===== src/rtl/frame_receiver.sv =====
// Serial frame receiver: hunts AA 55 sync, collects a fixed-size payload,
// verifies an 8-bit additive checksum and publishes the payload atomically.
//
// Ports:
//   clk, rst        - clock, synchronous active-high reset
//   rx_data         - received byte from the upstream UART
//   rx_valid        - one-cycle strobe qualifying rx_data
//   data            - last accepted payload, data[k] = k-th payload byte
//   frame_strobe    - one-cycle pulse when data is updated
//   cksum_err       - one-cycle pulse when a complete frame fails its checksum
//   link_up         - high while the last good frame is younger than STALE_CYCLES
module frame_receiver #(
  parameter int NUM_DATA_BYTES = 20,
  parameter int GAP_CYCLES     = 50000,
  parameter int STALE_CYCLES   = 50000000
) (
  input  logic                           clk,
  input  logic                           rst,
  input  logic [7:0]                     rx_data,
  input  logic                           rx_valid,
  output logic [NUM_DATA_BYTES-1:0][7:0] data,
  output logic                           frame_strobe,
  output logic                           cksum_err,
  output logic                           link_up
);

  localparam int IW = (NUM_DATA_BYTES > 1) ? $clog2(NUM_DATA_BYTES) : 1;
  localparam int GW = $clog2(GAP_CYCLES + 1);
  localparam int SW = $clog2(STALE_CYCLES + 1);

  localparam logic [IW-1:0] LAST_IDX  = IW'(NUM_DATA_BYTES - 1);
  localparam logic [GW-1:0] GAP_MAX   = GW'(GAP_CYCLES);
  localparam logic [SW-1:0] STALE_MAX = SW'(STALE_CYCLES);

  typedef enum logic [1:0] {
    HUNT,
    SYNC,
    PAYLOAD,
    CKSUM
  } state_t;

  state_t                           state;
  logic [IW-1:0]                    idx;
  logic [7:0]                       sum;
  logic [NUM_DATA_BYTES-1:0][7:0]   shadow;
  logic [GW-1:0]                    gap_cnt;
  logic [SW-1:0]                    stale_cnt;
  logic                             good;

  // A frame completes well this cycle; it must beat stale expiry.
  assign good = rx_valid && (state == CKSUM) && (rx_data == sum);

  always_ff @(posedge clk) begin
    if (rst) begin
      state        <= HUNT;
      idx          <= '0;
      sum          <= '0;
      shadow       <= '0;
      gap_cnt      <= '0;
      stale_cnt    <= '0;
      data         <= '0;
      frame_strobe <= 1'b0;
      cksum_err    <= 1'b0;
      link_up      <= 1'b0;
    end else begin
      frame_strobe <= 1'b0;
      cksum_err    <= 1'b0;

      // A byte arriving on the timeout cycle is still taken.
      if (rx_valid) begin
        gap_cnt <= '0;
        unique case (state)
          HUNT: begin
            if (rx_data == 8'hAA) state <= SYNC;
          end
          SYNC: begin
            if (rx_data == 8'h55) begin
              state <= PAYLOAD;
              idx   <= '0;
              sum   <= '0;
            end else if (rx_data != 8'hAA) begin
              state <= HUNT;
            end
          end
          PAYLOAD: begin
            shadow[idx] <= rx_data;
            sum         <= sum + rx_data;
            if (idx == LAST_IDX) state <= CKSUM;
            else idx <= idx + 1'b1;
          end
          CKSUM: begin
            if (good) begin
              data         <= shadow;
              frame_strobe <= 1'b1;
            end else begin
              cksum_err <= 1'b1;
            end
            state <= HUNT;
          end
          default: state <= HUNT;
        endcase
      end else if (state != HUNT) begin
        if (gap_cnt == GAP_MAX) begin
          state   <= HUNT;
          gap_cnt <= '0;
        end else begin
          gap_cnt <= gap_cnt + 1'b1;
        end
      end

      if (good) begin
        stale_cnt <= '0;
        link_up   <= 1'b1;
      end else if (stale_cnt != STALE_MAX) begin
        stale_cnt <= stale_cnt + 1'b1;
        if (stale_cnt == STALE_MAX - 1'b1) begin
          data    <= '0;
          link_up <= 1'b0;
        end
      end
    end
  end

endmodule


===== config.mk =====
export PLATFORM = sky130hd
export DESIGN_NAME = frame_receiver
export DESIGN_NICKNAME = d
export VERILOG_FILES = /design/src/rtl/frame_receiver.sv
export SDC_FILE = /design/constraint.sdc
export NUM_CORES = 1
export LEC_CHECK = 0
export ABC_AREA = 1
export ABC_CLOCK_PERIOD_IN_PS = 5000
export BUFFER_PORTS_ARGS = -buffer_cell sky130_fd_sc_hd__buf_2
export CORE_ASPECT_RATIO = 1.75
export CORE_UTILIZATION = 40
export DETAILED_ROUTE_END_ITERATION = 7
export PLACE_DENSITY = 0.59
export SLEW_MARGIN = 10
export SYNTH_ARGS = -nofsm -noshare
export SYNTH_HDL_FRONTEND = slang
export SYNTH_SLANG_ARGS = --single-unit

===== constraint.sdc =====
create_clock -name clk -period 5 [get_ports clk]
set_clock_uncertainty 0.2 [all_clocks]
set_input_delay 0.25 -clock clk [delete_from_list [all_inputs] [get_ports clk]]
set_output_delay 0.25 -clock clk [all_outputs]
set_load 0.01 [all_outputs]

# [After elaboration in Yosys (flattened, before gate mapping)]
# Index checks and enable logic that the tools add are counted.
[word_totals] out_inout_bits=163 regBits=380 in_bits=11 elab_cells=118
[op_classes] bitwise_logic=2 n_mux=28 eq_ne=16 n_lt_le_gt_ge=2 reduce_logical=18 add_sub_neg=4
[op_table] op="160-bit two-way mux" count=6
[op_table] op="160-bit bitwise mux" count=1
[op_table] op="8-bit demux with 5-bit select" count=1
[op_table] op="26-bit by 1-bit adder with 26-bit output (second input constant)" count=1
[op_table] op="26-bit equality test (second input constant)" count=1
[op_table] op="26-bit != test (second input constant)" count=1
[op_table] op="16-bit by 1-bit adder with 16-bit output (second input constant)" count=1
[op_table] op="16-bit equality test (second input constant)" count=1
[op_table] op="16-bit two-way mux" count=1
[op_table] op="8-bit two-way mux" count=2
[op_table] op="8-bit one-hot mux with 2 select lines" count=1
[op_table] op="2-bit two-way mux" count=7
[op_table] op="2-bit nonzero test" count=6
[op_table] op="5-bit two-way mux" count=2
[op_table] op="5-bit one-hot mux with 2 select lines" count=1
[op_table] op="8-bit adder" count=1
[op_table] op="8-bit by 7-bit equality test with 1-bit output (second input constant)" count=1
[op_table] op="8-bit equality test" count=1
[op_table] op="8-bit equality test (second input constant)" count=1
[op_table] op="8-bit != test (second input constant)" count=1
[op_table] op="2-bit one-hot mux with 4 select lines" count=1
[op_table] op="5-bit by 6-bit less-than comparator with 1-bit output (second input constant)" count=1
[op_table] op="3-bit != test (second input constant)" count=2
[op_table] op="5-bit by 1-bit adder with 5-bit output (second input constant)" count=1
[op_table] op="other kinds (16)" count=27

# [Depth between registers and ports, before layout]
# Gate-level depths: netlist (run 1).
[logic_depth] ltp_word=9 mapped_depth=13 ltp_nobuf=13

# [Worst setup path after synthesis (run 1)]
# No wires, ideal clock.
[synth_timing] path_kind="register -> register" start="register sum[4]" end="register data[116] (netlist name)" required_time_ps=4674 period_less_slack_ps=2242 n_path_buf=3 path_stages_with_launch=9 path_slack_ps=2758 setup_ps=126 arrival_ps=1915 cell_sequence="dfxtp_1 ha_1 clkbuf_1 nor4_4 clkbuf_1 clkbuf_1 nand3_1 nand3_1 nor2_1"
[synth_between] elab_chain_cells=8
[synth_lines] element="start, declared" line="44" text="logic [7:0] sum;"
[synth_lines] element="start signal, assigned" line="87" text="sum <= sum + rx_data;"
[synth_lines] element="8-bit equality test *" line="51" text="assign good = rx_valid && (state == CKSUM) && (rx_data == sum);"
[synth_lines] element="1-bit logical AND *" line="51"
[synth_lines] element="160-bit two-way mux" line="92" text="if (good) begin"
[synth_lines] element="160-bit two-way mux" line="72" text="unique case (state)"
[synth_lines] element="160-bit two-way mux" line="70" text="if (rx_valid) begin"
[synth_lines] element="160-bit two-way mux" line="116" text="if (stale_cnt == STALE_MAX - 1'b1) begin"
[synth_lines] element="160-bit two-way mux" line="114" text="end else if (stale_cnt != STALE_MAX) begin"
[synth_lines] element="160-bit two-way mux *" line="111" text="if (good) begin"
[synth_lines] element="end signal, assigned" line="93" text="data <= shadow;"
[synth_lines] element="end, declared" line="21" text="output logic [NUM_DATA_BYTES-1:0][7:0] data,"
# Every way passes the cells marked *; elsewhere a longest branch is shown, timed or not.
# A chain may end at the register's enable or synchronous reset.

# [Worst setup path after layout (run 1)]
[layout_timing] start="register sum[4]" end="register stale_cnt[19]"
[layout_between] elab_chain_cells=3
[layout_lines] element="8-bit equality test" line="51"
[layout_lines] element="1-bit logical AND" line="51"
[layout_lines] element="2-bit OR reduction (no source line)"
[layout_lines] element="end signal, assigned" line="115" text="stale_cnt <= stale_cnt + 1'b1;"
[layout_lines] element="end, declared" line="47" text="logic [SW-1:0] stale_cnt;"
# Every way passes these cells.

==> reports/summary.txt, run 1 <==
outcome - finished, final reports clean
most numerous cell in the Yosys netlist - dfxtp_1
share of post-route cells with drive strength above 1 - 10.5%
CTS Hold Buffers Added - 2
Via density - 5.09
Final Slew Violations - 0
RSZ-0062 raised after global routing - false
CTS tree - done
TritonCTS Buffers - 38
flops & latches, synth - 380
HPWL Detailed - 29000 um
top post-synthesis cells by count - dfxtp_1 (380), nand2_1 (333), inv_1 (330), nand3_1 (302), nor2_1 (258)
largest net degree at the start of global routing - 225
Logic pwr share - 3.4%
crit end category - register
Starting Density - 40.7%
grt met3 use - 2.68%
Setup TNS - 0 ns
critical path's top delay family - simple AND/OR/NAND/NOR gates
post-synth top area cell - dfxtp_1
clock power share - 46.2%
slowest cell delay on critical path - 0.70 ns
Post-CTS Setup Inserts - 0
met2 Usage GRT - 41.5%
Post-synth top flop - dfxtp_1
crit path cell chain - ha_1 -> nor4_4 -> nand2_4 -> nand2_1 -> inv_1 -> nand2_1 -> nor2_1
worst hold slack - 0.0365 ns
Max Cap Viol - 0
Antenna Nets Post-Route - 0
Die ar. - 0.0416 mm2
DR vias - 14700
WP buf/inv - 1
gr ovfl total - 0
Tcrit/Tclk final - 59.3%
Sequential Power Share - 50.4%
fin area - 0.0186 mm2
layer with the highest usage - met2
Synth warnings - 0
final setup violation count - 0
H-tree depth - 2
most used cell, CP - nand2_1
Worst EP arrival - 3.18 ns
P_sw - 1.36 mW
global router's overall resource usage - 22.2%
crit-path max FO - 37
Detailed Routing Iterations Pass 1 - 5
Net Count, Synth - 2314
WL/cell - 15.8 um
Crit-path slowest cell - nand2_1
clk root buf - clkbuf_16
Syn Inst Count - 2287
Netlist Area Pre-Place - 0.0163 mm2
Cell Area, Placed - 0.0174 mm2
# IOs - 174
post-synth cell types - 28
met1 Use GR - 24.8%
Die Y - 269 um
worst rel slew slack - 24.0%
kind of critical path - register to register
minimum clock period - 2.96 ns
P_int - 4.69 mW
maximum VDD drop - 229 uV
Clock Pin Slew Worst Setup and Hold Paths - 0.06 ns
GPL Wtd Cong - 0.853
Required @ worst endpoint - 5.21 ns
number of core rows - 97
initial antenna violation count - 1
Port Buffers - 173
synth top area cells - dfxtp_1 (47%), nand3_1 (9.3%), nand2_1 (7.7%)
area grow syn2layout - 14.0%
syn_area_per_cell - 7.12 um2
Util after Layout - 46.4%
vias in the first global route - 14100
Switching Fraction - 22.5%
drt first-iter violations - 906
CORE AREA - 0.0401 mm2
final-report hold violation count - 0
Static Leakage - 8.10 nW
Power Density - 326 mW/mm2
clock sinks - 380
DR DRC count - 0
Die Wd - 155 um
clock buffer depth - 3
Critical Path Start Type - register
register area share after synthesis - 46.7%
type of the tightest min-delay check - primary input to register
Synth async-reset ratio - 0%
Nets - 2399
later-pin clock latency in the skew report - 0.54 ns
global-route wire length before repair - 74000 um
fmax - 337 MHz
PostCTS Resize Cnt - 0
routed wire length - 45700 um
worst slew pin tran - 1.14 ns
top-area cell type share of the netlist area - 46.7%
number of synthesized flops with an enable pin - 0
[power by group through the flow]
stage | registers [mW] | logic, mW | clock network (mW)
after floorplan | 3.11 | 0.133 | 0
after CTS | 3.04 | 0.208 | 2.87
after detailed placement | 3.11 | 0.206 | 0
final | 3.05 | 0.206 | 2.80
after global routing | 3.04 | 0.226 | 2.99
after global placement | 3.11 | 0.204 | 0
[layer usage]
layer / part of all wire (%) / vias up / wire length (um)
li1: - / 7458 / -
met4: 4.0 / 0 / 1830
met3: 3.3 / 93 / 1500
met5: 0 / - / 0
met2: 52 / 289 / 23800
met1: 41 / 6890 / 18500
[layout make-up]
cell class / instances / area [um2]
antenna: 1 / 2.50
clock buffer: 53 / 1080
clock inverter: 11 / 120
fill: 4142 / 21500
inverter: 339 / 1280
multi-input combinational: 1426 / 6850
sequential: 380 / 7610
tap: 495 / 619
timing repair buffer: 187 / 1010
[state kept, by name, indices dropped and copies added, names as in the netlist]
| register | cells |
|---|---|
| cksum_err | 1 |
| idx | 5 |
| shadow | 160 |
| stale_cnt | 26 |
| sum | 8 |
| link_up | 1 |
| state | 2 |
| gap_cnt | 16 |
| data | 160 |
| frame_strobe | 1 |
[through the flow]
step           power, mW  std cells  worst slack, ns
2_1_floorplan       3.24       2287             2.76
3_3_place_gp        3.32       2825             1.75
3_5_place_dp        3.32       2825             1.69
4_1_cts             6.12       2891             1.99
5_1_grt             6.26       2892             1.80
6_report            6.05       2892             2.04
[path summary, 6_finish.rpt]
path	start	to	slack (ns)	depth (start not counted)
max	sum[4]$_SDFFE_PP0P_	stale_cnt[19]$_SDFFE_PP0N_	2.04	7
min	rst	frame_strobe$_SDFF_PP0_	0.04	3
max reg2reg	sum[4]$_SDFFE_PP0P_	stale_cnt[19]$_SDFFE_PP0N_	2.04	7
min reg2reg	shadow[124]$_SDFFE_PP0P_	shadow[124]$_SDFFE_PP0P_	0.25	2
[cells by family after synthesis]
group | count (synthesis) | share of synthesized area [%]
AO/OA/AOI/OAI | 374 | 11.6
XOR/XNOR | 9 | 0.484
adder cells (fa/ha/maj) | 16 | 1.27
buffers and inverters | 481 | 11.4
flip-flops | 380 | 46.7
AND/OR/NAND/NOR | 1027 | 28.6
[cell usage in the layout, fill, tap and decap left out, types with 9 or more instances in the layout]
master	n
clkbuf_16	38
nand3b_1	80
nor2_1	257
a21oi_1	208
ha_1	15
inv_1	330
nand2_1	332
nor3_1	21
dfxtp_1	380
nand3_1	302
nand4_1	20
buf_4	9
buf_2	173
o21ai_0	159
[tightest hold or removal path, stage by stage]
cell	delay (ns)
buf_2	0.10
buf_4	0.24
nor2_1	0.13
(Power assumes the default switching activity.)
==> run 2: changes to the inputs <==
Settings changed: ABC_CLOCK_PERIOD_IN_PS 5000 to 2550, PLACE_DENSITY 0.59 to 0.61.
Clock period 5 ns to 2.55 ns, I/O delays scaled along.
==> run 2 against run 1 <==
- hold slack worse by 0.025 ns
- clock power is 100% higher
- clock-buffer cell count is 5 higher
- via count hardly changed
- largest power group unchanged
==> reports/summary.txt, run 2 (synthesized netlist as in run 1, its figures left out) <==
Static Leakage - 8.36 nW (+3.2%)
commonest non-fill, non-tap cells in the layout - dfxtp_1 (380), nand2_1 (330), inv_1 (329)
number of core rows - 97 (unchanged)
Max Cap Viol - 0 (unchanged)
Crit-path slowest cell - nand2_1
Starting Density - 40.7% (unchanged)
Post-CTS Setup Inserts - 0 (unchanged)
Antenna Nets Post-Route - 0 (unchanged)
DR DRC count - 0 (unchanged)
most used cell, CP - nand2_1
Detailed Routing Iterations Pass 1 - 5 (unchanged)
TritonCTS Buffers - 38 (unchanged)
worst setup path start - state[1]$_SDFFE_PP0P_
Nets - 2443 (+1.8%)
final-report hold violation count - 0 (unchanged)
final setup violation count - 0 (unchanged)
Critical Path Start Type - register
global-route wire length before repair - 72400 um (-2.1%)
Die Y - 269 um (unchanged)
worst slew pin tran - 0.583 ns (-0.557 ns)
Sequential Power Share - 49.6% (-0.8 points)
P_int - 9.36 mW (+100%)
slowest cell delay on critical path - 0.42 ns (-0.28 ns)
area grow syn2layout - 17.2%
CTS tree - done
GPL Wtd Cong - 0.874 (+2.4%)
total power - 12.0 mW (+99%)
crit end category - register
routed wire length - 45100 um (-1.1%)
Via density - 5.02 (-1.5%)
later-pin clock latency in the skew report - 0.54 ns (about the same)
Die ar. - 0.0416 mm2 (unchanged)
maximum VDD drop - 524 uV (+130%)
Util after Layout - 47.7% (+1.3 points)
minimum clock period - 2.34 ns (-0.624 ns)
crit path cell chain - nand2_1 -> nor2_1 -> nand2_1 -> inv_1 -> nand2_1 -> o21ai_0 -> a21oi_1
critical path's top delay family - simple AND/OR/NAND/NOR gates
P_sw - 2.68 mW (+97%)
Power Density - 630 mW/mm2 (+93%)
outcome - finished, final reports clean
biggest regs - data x160, shadow x160, stale_cnt x26
crit-path max FO - 15 (-59%)
DR vias - 14700 (+0.041%)
gr ovfl total - 0 (unchanged)
Cell Area, Placed - 0.0177 mm2 (+2.3%)
global router's overall resource usage - 21.8% (-0.40 points)
type of the tightest min-delay check - primary input to register
Switching Fraction - 22.2% (-0.23 points)
RSZ-0062 raised after global routing - true
Logic pwr share - 3.7% (+0.3 points)
CORE AREA - 0.0401 mm2 (unchanged)
Clock Pin Slew Worst Setup and Hold Paths - 0.06 ns (about the same)
drt first-iter violations - 828 (-8.6%)
Tcrit/Tclk final - 91.7% (+32 points)
clock sinks - 380 (unchanged)
antenna diode count - 0 (-1)
# IOs - 174 (unchanged)
clk root buf - clkbuf_16
initial antenna violation count - 0 (-1)
commonest non-fill, non-tap cell in the layout - dfxtp_1
fin area - 0.0191 mm2 (+2.8%)
vias in the first global route - 14200 (+0.93%)
share of post-route cells with drive strength above 1 - 12.0% (+1.4 points)
Port Buffers - 173 (unchanged)
H-tree depth - 2 (unchanged)
clock power share - 46.7% (+0.5 points)
Final Slew Violations - 0 (unchanged)
HPWL Detailed - 30200 um (+4.0%)
WP buf/inv - 1 (unchanged)
Required @ worst endpoint - 2.75 ns (-2.46 ns)
worst rel slew slack - 60.8% (+37 points)
kind of critical path - register to register
fmax - 427 MHz (+27%)
launch point of the worst reg-to-reg path - state[1]$_SDFFE_PP0P_
Die Wd - 155 um (unchanged)
clock buffer depth - 3 (unchanged)
Worst EP arrival - 2.53 ns (-0.65 ns)
WL/cell - 15.4 um (-2.6%)
largest net degree at the start of global routing - 98 (-56%)
min-delay src - rx_data[1]
[run 2: path summary, 6_finish.rpt]
path,endpoint,slack (ns),depth (start not counted)
min reg2reg,shadow[45]$_SDFFE_PP0P_,0.25,2
min,shadow[25]$_SDFFE_PP0P_,0.01,4
max reg2reg,shadow[118]$_SDFFE_PP0P_,0.21,7
max,shadow[118]$_SDFFE_PP0P_,0.21,7
[run 2: through the flow]
stage | hold slack [ns] | cells | TNS [ns] | worst slack [ns]
after detailed placement | 0.242 | 2861 | 0 | 0.210
after global placement | 0.238 | 2861 | 0 | 0.250
after global routing | 0.0223 | 2937 | -0.00788 | -0.00386
final | 0.0111 | 2937 | 0 | 0.211
after floorplan | 0.119 | 2287 | 0 | 0.308
after CTS | 0.00606 | 2937 | 0 | 0.192
[run 2: worst register-to-register path, delay by kind of cell, from the launching register on]
| family | cells | cell delay, ns |
|---|---|---|
| simple gates | 4 | 0.96 |
| buf+inv | 1 | 0.26 |
| flops | 1 | 0.41 |
| compound gates | 2 | 0.36 |
[run 2: layout make-up]
class | instances | area (um2)
inverters | 339 | 1280
clock buffers | 58 | 1140
well taps | 495 | 619
multi-input cells | 1426 | 6860
flip-flops and latches | 380 | 7610
fillers | 3975 | 21000
repair buffers | 231 | 1490
clock inverters | 8 | 100
[run 2: power by group through the flow]
stage / Sequential [mW] / Clock, mW / Combinational, mW
after floorplan: 6.10 / 0 / 0.260
after global placement: 6.10 / 0 / 0.431
after detailed placement: 6.10 / 0 / 0.435
after CTS: 5.97 / 5.77 / 0.448
after global routing: 5.97 / 5.99 / 0.493
final: 5.97 / 5.62 / 0.445
[run 2: layer usage]
layer	vias to the layer above	GRT usage, %	share of wire (%)
met5	-	0	0
met4	0	10.9	4.7
met1	6767	23.4	40
met3	107	2.89	3.7
li1	7553	-	-
met2	309	41.3	52
[run 2: what timing repair did]
item | in CTS | in global routing
gates resized for setup | 0 | 4
hold endpoints to repair | 71 | 0
setup endpoints to repair | 0 | 32
hold buffers | 10 | 0
